<file path="src/rtl/coeff_token_flc_writer.sv">
// CAVLC coeff_token writer for nC >= 8: serialises the 6-bit fixed-length codeword
// MSB-first, then the trailing-one sign flags, on a valid/ready bit stream.
module coeff_token_flc_writer #(
    parameter bit          ENABLE_SIGNS    = 1'b1,
    parameter int unsigned MAX_TOTAL_COEFF = 16
) (
    input  logic       Clk,
    input  logic       Reset,
    input  logic       InValid,
    output logic       InReady,
    input  logic [4:0] TotalCoeff,
    input  logic [1:0] TrailingOnes,
    input  logic [2:0] T1Signs,
    output logic       BitOut,
    output logic       BitValid,
    input  logic       BitReady,
    output logic       BitLast,
    output logic       Error
);

    typedef enum logic [1:0] {IDLE, CODE, SIGN, DONE_STEP} state_t;

    localparam logic [5:0] MAX_TC_C = 6'(MAX_TOTAL_COEFF);

    // Fixed-length table: TotalCoeff=0 has its own escape code; 16 wraps to 4'b1111.
    function automatic logic [5:0] flc_codeword(input logic [4:0] tc, input logic [1:0] t1);
        logic [4:0] tc_m1;
        tc_m1 = tc - 5'd1;
        if (tc == 5'd0) begin
            flc_codeword = 6'b000011;
        end else begin
            flc_codeword = {tc_m1[3:0], t1};
        end
    endfunction

    state_t     state_r;
    logic       in_ready_r;
    logic       bit_out_r;
    logic       bit_valid_r;
    logic       bit_last_r;
    logic       error_r;
    logic [8:0] shift_r;
    logic [3:0] bit_cnt_r;
    logic [3:0] len_r;

    logic       illegal_s;
    logic       accept_s;
    logic       fire_s;
    logic       last_s;
    logic [2:0] sign_seq_s;
    logic [8:0] seq_s;
    logic [3:0] len_s;
    logic [3:0] next_cnt_s;

    // Token legality, emission sequence and handshake decode.
    always_comb begin
        illegal_s  = ({1'b0, TotalCoeff} > MAX_TC_C) ||
                     ({3'b000, TrailingOnes} > TotalCoeff);
        accept_s   = InValid && in_ready_r;
        fire_s     = bit_valid_r && BitReady;
        last_s     = (bit_cnt_r == (len_r - 4'd1));
        next_cnt_s = bit_cnt_r + 4'd1;
        // Sign bit0 goes out first; unused positions fall past the latched length.
        sign_seq_s = ENABLE_SIGNS ? {T1Signs[0], T1Signs[1], T1Signs[2]} : 3'b000;
        seq_s      = {flc_codeword(TotalCoeff, TrailingOnes), sign_seq_s};
        len_s      = 4'd6 + (ENABLE_SIGNS ? {2'b00, TrailingOnes} : 4'd0);
    end

    // Token FSM with registered stream outputs.
    always_ff @(posedge Clk) begin
        if (Reset) begin
            state_r     <= IDLE;
            in_ready_r  <= 1'b0;
            bit_out_r   <= 1'b0;
            bit_valid_r <= 1'b0;
            bit_last_r  <= 1'b0;
            error_r     <= 1'b0;
            shift_r     <= 9'd0;
            bit_cnt_r   <= 4'd0;
            len_r       <= 4'd0;
        end else begin
            error_r <= 1'b0;
            case (state_r)
                IDLE: begin
                    in_ready_r <= 1'b1;
                    if (accept_s) begin
                        if (illegal_s) begin
                            error_r <= 1'b1;
                        end else begin
                            state_r     <= CODE;
                            in_ready_r  <= 1'b0;
                            bit_out_r   <= seq_s[8];
                            shift_r     <= {seq_s[7:0], 1'b0};
                            bit_valid_r <= 1'b1;
                            bit_last_r  <= 1'b0;
                            bit_cnt_r   <= 4'd0;
                            len_r       <= len_s;
                        end
                    end
                end
                CODE, SIGN: begin
                    if (fire_s) begin
                        if (last_s) begin
                            state_r     <= IDLE;
                            in_ready_r  <= 1'b1;
                            bit_out_r   <= 1'b0;
                            bit_valid_r <= 1'b0;
                            bit_last_r  <= 1'b0;
                            bit_cnt_r   <= 4'd0;
                        end else begin
                            state_r    <= (next_cnt_s >= 4'd6) ? SIGN : CODE;
                            bit_out_r  <= shift_r[8];
                            shift_r    <= {shift_r[7:0], 1'b0};
                            bit_cnt_r  <= next_cnt_s;
                            bit_last_r <= (next_cnt_s == (len_r - 4'd1));
                        end
                    end
                end
                DONE_STEP: begin
                    state_r     <= IDLE;
                    in_ready_r  <= 1'b1;
                    bit_valid_r <= 1'b0;
                    bit_last_r  <= 1'b0;
                end
                default: begin
                    state_r     <= IDLE;
                    in_ready_r  <= 1'b1;
                    bit_valid_r <= 1'b0;
                    bit_last_r  <= 1'b0;
                end
            endcase
        end
    end

    assign InReady  = in_ready_r;
    assign BitOut   = bit_out_r;
    assign BitValid = bit_valid_r;
    assign BitLast  = bit_last_r;
    assign Error    = error_r;

endmodule

</file>
<file path="config.mk">
export PLATFORM = sky130hd
export DESIGN_NAME = coeff_token_flc_writer
export DESIGN_NICKNAME = d
export VERILOG_FILES = /design/src/rtl/coeff_token_flc_writer.sv
export SDC_FILE = /design/constraint.sdc
export NUM_CORES = 1
export LEC_CHECK = 0
export ABC_AREA = 0
export CAP_MARGIN = 20
export CORE_AREA = 8 8 60 62
export CTS_CLUSTER_DIAMETER = 40
export CTS_CLUSTER_SIZE = 28
export DETAILED_ROUTE_END_ITERATION = 6
export DIE_AREA = 0 0 68 70
export GPL_ROUTABILITY_DRIVEN = 0
export HOLD_SLACK_MARGIN = 0.15
export PLACE_DENSITY = 0.85
export SYNTH_ARGS = -nofsm -noshare
export SYNTH_HDL_FRONTEND = slang
export SYNTH_SLANG_ARGS = --single-unit
</file>
<file path="constraint.sdc">
create_clock -name Clk -period 4.47 [get_ports Clk]
set_input_delay 0.894 -clock Clk [delete_from_list [all_inputs] [get_ports Clk]]
set_output_delay 0.894 -clock Clk [all_outputs]
set_load 0.03 [all_outputs]
</file>
==> results of run 1 <==
==> registers in the layout (all words and copies together), names as in the netlist <==
name       cells
BitLast        1
BitOut         1
BitValid       1
Error          1
InReady        1
bit_cnt_r      4
len_r          3
shift_r        8
state_r        2
==> worst max path at each step <==
stage                        end  slack [ps]  depth (start not counted)
global placement      shift_r[4]        1170                          8
floorplan                 BitOut        1790                          9
detailed placement        BitOut        1080                          8
CTS                       BitOut        1430                          8
global route        bit_cnt_r[2]        1230                          8
finish                shift_r[5]        1420                          8
==> per-stage QoR <==
| step | setup WS [ps] | total power [mW] | util (%) | instances | hold WS [ps] |
|---|---|---|---|---|---|
| after floorplan | 1790 | 0.309 | - | 159 | 449 |
| after global placement | 1170 | 0.338 | 58.9 | 200 | 457 |
| after detailed placement | 1080 | 0.345 | 58.9 | 200 | 466 |
| after CTS | 1430 | 0.439 | 59.7 | 203 | 483 |
| after global routing | 1230 | 0.456 | 59.7 | 203 | 510 |
| final | 1420 | 0.434 | 59.7 | 203 | 481 |
==> worst max-delay path, stage by stage <==
cell and delay, ps:
clkdlybuf4s50_1 480, inv_1 90, ha_1 190, or3b_4 420, a21oi_4 200, a31oi_4 260, or4_1 600, a21oi_1 150
==> area by class of cell <==
| class | count | area (um2) | share of cell area [%] |
|---|---|---|---|
| flip-flops and latches | 22 | 440 | 27.7 |
| clock buffers | 3 | 22.5 | 1.42 |
| repair buffers | 19 | 188 | 11.8 |
| multi-input cells | 117 | 860 | 54.1 |
| well taps | 31 | 38.8 | 2.44 |
| inverters | 11 | 41.3 | 2.60 |
==> layout by cell type (no fill, tap or decap), types with 2 or more instances in the layout <==
cell / netlist / final
or4_1: 3 / 3
or4b_1: 2 / 2
clkbuf_4: 0 / 3
nand3_1: 5 / 5
or3_1: 3 / 3
nor2b_1: 3 / 3
a211oi_1: 3 / 3
mux2i_1: 4 / 4
nand2_1: 10 / 10
nor3_1: 4 / 4
o21ai_1: 5 / 5
dfxtp_1: 22 / 22
nor2_1: 7 / 7
xnor2_1: 9 / 9
o21bai_1: 2 / 2
ha_1: 9 / 9
inv_1: 11 / 11
o21ai_0: 5 / 5
nor3b_1: 2 / 2
o31ai_1: 3 / 3
clkdlybuf4s50_1: 0 / 18
o311a_1: 3 / 3
a32o_1: 2 / 2
a21oi_1: 15 / 15
==> cell families (layout without fill, tap and decap cells) <==
family / after synthesis / count (layout)
AND/OR/NAND/NOR: 48 / 48
AO/OA/AOI/OAI: 45 / 45
flip-flops: 22 / 22
buffers and inverters: 20 / 33
XOR/XNOR: 11 / 11
adder cells (fa/ha/maj): 9 / 9
multiplexers: 4 / 4
==> power breakdown <==
| part | switching [mW] | leakage (nW) | internal, mW | total (mW) |
|---|---|---|---|---|
| combinational | 0.0706 | 0.376 | 0.0562 | 0.127 |
| clock | 0.0623 | 0.0138 | 0.0316 | 0.0940 |
| sequential | 0.00637 | 0.179 | 0.207 | 0.214 |
| total | 0.139 | 0.568 | 0.295 | 0.434 |
==> synth_stat cells, types with 4 or more instances <==
| cell type | count |
|---|---|
| a21oi_1 | 15 |
| dfxtp_1 | 22 |
| ha_1 | 9 |
| inv_1 | 11 |
| mux2i_1 | 4 |
| nand2_1 | 10 |
| nand3_1 | 5 |
| nor2_1 | 7 |
| nor3_1 | 4 |
| o21ai_0 | 5 |
| o21ai_1 | 5 |
| xnor2_1 | 9 |
==> layer usage <==
layer  global-route usage (%)  up-vias  routed length (um)
met3                     3.83        7                 174
li1                         -      603                   -
met4                     6.83        0                  68
met5                        0        -                   0
met2                     22.0       33                1560
met1                     15.6      571                1290
==> out/metrics.csv, run 1 <==
stage;metric;value;unit
yosys;Syn Std Cell Area;1400;um2
clocking;TritonCTS buffer count;3;
yosys;Async S/R FF share, synth;0;%
floorplan;Die Y;70;um
timing;fin crit period;3050;ps
finish;post-route design area;1590;um2
clocking;H-tree depth;1;
route;DRC Markers;0;
floorplan;Die X;68;um
grt;initial antenna violation count;0;
finish;Total Nets Final;197;
clocking;Post-CTS Setup Inserts;0;
yosys;Syn Area/Cell;8.78;um2
power_and_ir_drop;VDD IR-drop max;265;uV
critical_path;reg2reg path depth;8;
yosys;Yosys top cell by area;dfxtp_1;
grt;vias in the first global route;1196;
floorplan;core area;2660;um2
critical_path;Crit. End Element;flip-flop;
grt;total grt overflow;0;
timing;Worst Max-Slew Pin Slew;1010;ps
power_and_ir_drop;Pleak;0.568;nW
yosys;YS warnings;0;
hold_path;Hold Path Sink;state_r[1];
yosys;Post-synth EDFFs;0;
yosys;Synth Area in Simple Gates;19.6;%
yosys;Post-Syn Instances;159;
critical_path;Setup crit start kind;input pin;
floorplan;Starting Density;52.4;%
grt;first-pass GRT wire length;5230;um
hold_path;Hold Path Class;reg2reg;
placed_design;dpl hpwl;2340;um
critical_path;critical path class;in2reg;
timing;Final Max Tran Viols;0;
critical_path;register-to-register setup slack;1810;ps
clocking;CTS tree;yes;
yosys;main area contributors after synthesis;dfxtp_1, ha_1, xnor2_1;
finish;filler instances;243;
timing;Rel. slew slack;31.5;%
grt;gr usage total;13.6;%
route;drt wl/cell;15.2;um
route;TritonRoute pass-1 iters;4;
critical_path;crit path launch;TotalCoeff[0];
hold_path;Hold Path Stages;2;
finish;Antenna Cells;0;
yosys;largest family of logic cells by synthesized area;compound AO/OA/AOI/OAI gates;
yosys;Synth Area in Adders;8.06;%
timing;fmax;0.328;GHz
grt;largest net degree at the start of global routing;25;
timing;# setup viols final;0;
yosys;Main synth FF type;dfxtp_1;
clocking;hold_buf cts;0;
placed_design;area of placed instances;1570;um2
timing;skew final;1.52;ps
yosys;post-synthesis xor/xnor area fraction;7.97;%
clocking;clock sink total;22;
floorplan;IO Count;19;
yosys;Synth top area share;31.5;%
timing;RSZ-0062 raised after global routing;false;
critical_path;worst r2r src;len_r[0];
floorplan;Die ar.;4760;um2
yosys;sequential area share after synthesis;31.5;%
flow_run;max-cap violation count;0;
floorplan;site row count;19;
timing;TNS Setup;0;ps
clocking;CTS root buffer;clkbuf_4;
route;initial DRC count;71;
clocking;CTS Buffer Depth;2;
yosys;syn nets;182;
route;vias per cell;5.98;
route;Antenna Nets Post-Route;0;
critical_path;r2r endpoint;BitOut;
hold_path;hold path startpoint;state_r[1];
placed_design;Port-buffer cells;18;
clocking;Clock transition at path regs;120;ps
finish;share of cells above drive strength 1;6.40;%
yosys;Synth Register Bits;22;
critical_path;crit path DAT;3290;ps
yosys;Compound-Gate Fraction of Synth Area;23.0;%
critical_path;CP Max Fanout;24;
clocking;worst skew pair latency;320;ps
clocking;post_cts resized;0;
route;routed wire length;3090;um
route;via count;1214;
timing;final worst path period share;68.1;%
finish;P&R area growth vs syn;13.9;%
yosys;mux cell area share after synthesis;2.87;%
timing;final hold vios;0;
run_status;status;finished, final reports clean;
yosys;Yosys cell types;45;
power_and_ir_drop;Pwr Density;273;nW/um2
critical_path;Worst EP required;4720;ps
(Power assumes the default switching activity.)
==> run 2: changes to the inputs <==
--- a/config.mk
+++ b/config.mk
@@ -7,14 +7,14 @@
 export LEC_CHECK = 0
 export ABC_AREA = 0
 export CAP_MARGIN = 20
-export CORE_AREA = 8 8 60 62
+export CORE_AREA = 8 8 63 65
 export CTS_CLUSTER_DIAMETER = 40
 export CTS_CLUSTER_SIZE = 28
 export DETAILED_ROUTE_END_ITERATION = 6
-export DIE_AREA = 0 0 68 70
+export DIE_AREA = 0 0 71 73
 export GPL_ROUTABILITY_DRIVEN = 0
 export HOLD_SLACK_MARGIN = 0.15
-export PLACE_DENSITY = 0.85
+export PLACE_DENSITY = 0.81
 export SYNTH_ARGS = -nofsm -noshare
 export SYNTH_HDL_FRONTEND = slang
 export SYNTH_SLANG_ARGS = --single-unit
==> constraint.sdc (replaced) <==
create_clock -name Clk -period 2.5 [get_ports Clk]
set_input_delay 0.5 -clock Clk [delete_from_list [all_inputs] [get_ports Clk]]
set_output_delay 0.5 -clock Clk [all_outputs]
set_load 0.03 [all_outputs]
==> out/metrics.csv, run 2 (synthesis gave the netlist of run 1 again) <==
stage;metric;value;unit
run_status;status;finished, final reports clean;
floorplan;site row count;20;
hold_path;hold path startpoint;shift_r[2];
power_and_ir_drop;VDD IR-drop max;415;uV
critical_path;worst r2r src;len_r[0];
clocking;CTS root buffer;clkbuf_4;
clocking;worst skew pair latency;320;ps
clocking;H-tree depth;1;
timing;skew final;12.6;ps
hold_path;Hold Path Class;reg2reg;
route;DRC Markers;0;
finish;P&R area growth vs syn;35.1;%
route;highest metal used;met4;
grt;gr usage total;15.6;%
route;drt wl/cell;18.2;um
timing;TNS Setup;0;ps
finish;Reg area;440;um2
placed_design;area of placed instances;1680;um2
route;initial DRC count;86;
critical_path;delay-heaviest family, CP;buffers and inverters;
critical_path;critical path class;in2reg;
critical_path;Crit. End Element;flip-flop;
grt;vias in the first global route;1417;
finish;Antenna Cells;0;
timing;hold slack;500;ps
power_and_ir_drop;Pleak;0.695;nW
route;via count;1364;
route;met1 WL;1660;um
critical_path;WP buf/inv;4;
finish;share of the core filled with cells;63.9;%
finish;Top reg by flops;shift_r;
finish;most common cell after layout, fill and taps aside;dfxtp_1;
finish;post-route design area;1890;um2
floorplan;Starting Density;47.3;%
grt;largest net degree at the start of global routing;18;
grt;total grt overflow;0;
critical_path;CP max stage cell;clkdlybuf4s50_1;
route;TritonRoute pass-1 iters;4;
critical_path;register-to-register setup slack;180;ps
finish;share of cells above drive strength 1;21.0;%
power_and_ir_drop;Pwr Density;507;nW/um2
finish;max reg flops;8;
route;vias per cell;5.98;
floorplan;Die ar.;5180;um2
critical_path;reg2reg path depth;7;
floorplan;Die X;71;um
critical_path;crit path DAT;2700;ps
critical_path;Setup crit start kind;input pin;
timing;fmax;0.401;GHz
clocking;Clock transition at path regs;120;ps
grt;initial antenna violation count;0;
critical_path;Worst EP required;2710;ps
clocking;TritonCTS buffer count;3;
clocking;CTS Buffer Depth;2;
floorplan;core area;2950;um2
flow_run;max-cap violation count;0;
finish;largest registers;shift_r (8), bit_cnt_r (4), len_r (3);
placed_design;Port-buffer cells;18;
hold_path;Hold Path Stages;2;
timing;Worst Max-Slew Pin Slew;709;ps
critical_path;CP Max Fanout;5;
floorplan;IO Count;19;
route;metal3 WL;209;um
critical_path;CP peak stage delay;450;ps
finish;filler instances;255;
timing;# setup viols final;0;
timing;fin crit period;2490;ps
hold_path;Hold Path Sink;shift_r[2];
clocking;hold_buf cts;0;
floorplan;Die Y;73;um
grt;first-pass GRT wire length;6530;um
route;met2 WL post-DR;2220;um
placed_design;dpl hpwl;2640;um
timing;final hold vios;0;
critical_path;CP Cell Sequence;clkdlybuf4s50_1, inv_2, ha_2, or3b_4, a21oi_4, buf_12, a31oi_4, buf_4, o311a_1;
clocking;clock sink total;22;
clocking;CTS tree;yes;
finish;multi-input logic area;966;um2
route;Antenna Nets Post-Route;0;
critical_path;r2r endpoint;shift_r[5];
finish;Total Nets Final;219;
timing;Rel. slew slack;52.5;%
timing;final worst path period share;99.7;%
route;routed wire length;4150;um
finish;commonest non-fill, non-tap cells in the layout;dfxtp_1, buf_4, clkdlybuf4s50_1, a21oi_1;
timing;Final Max Tran Viols;0;
==> run 2: power by group <==
group | switching (mW) | internal, mW | total [mW] | leakage (nW)
clock network | 0.116 | 0.162 | 0.278 | 0.0279
logic | 0.157 | 0.138 | 0.295 | 0.489
registers | 0.0135 | 0.371 | 0.384 | 0.179
total | 0.286 | 0.671 | 0.957 | 0.695
==> run 2: worst max-delay path by stage <==
stage                       start           end  slack [ps]  cells past startpoint
floorplan           TotalCoeff[1]        BitOut         210                      9
global placement    TotalCoeff[1]    shift_r[8]        -330                      8
detailed placement  TotalCoeff[1]    shift_r[8]        -490                      8
CTS                 TotalCoeff[1]    shift_r[5]         -20                      8
global route        TotalCoeff[1]  bit_cnt_r[3]          -6                      9
finish              TotalCoeff[1]    shift_r[6]           7                      9
==> run 2: layer usage <==
layer | up-vias | GRT usage [%]
met5 | - | 0
met4 | 0 | 4.39
met1 | 663 | 16.5
met3 | 6 | 4.40
met2 | 35 | 29.2
li1 | 660 | -
==> run 2: stage by stage <==
step | setup slack [ps] | instances | power, mW
after floorplan | 209 | 159 | 0.552
after global placement | -335 | 217 | 0.628
after detailed placement | -495 | 217 | 0.640
after CTS | -23.0 | 224 | 0.937
after global routing | -5.90 | 228 | 0.999
final | 7.47 | 228 | 0.957
==> run 2: layout make-up <==
cell class                      count  area share [%]
Sequential cell                    22            23.3
Timing Repair Buffer               38            18.3
Clock inverter                      1            1.59
Multi-Input combinational cell    120            51.2
Clock buffer                        3            1.19
Inverter                           11            2.19
Tap cell                           33            2.19
==> run 2: repair_timing <==
| action | in CTS | in global routing |
|---|---|---|
| resized for setup | 4 | 8 |
| setup endpoints to repair | 13 | 7 |
| pin swaps | 7 | 4 |
| cloned | 2 | 1 |
| setup buffers | 1 | 3 |
==> run 2: worst min-delay path: stages (launching register included) <==
cell     delay [ps]
dfxtp_1         340
o21ai_1          70
a21oi_1          60
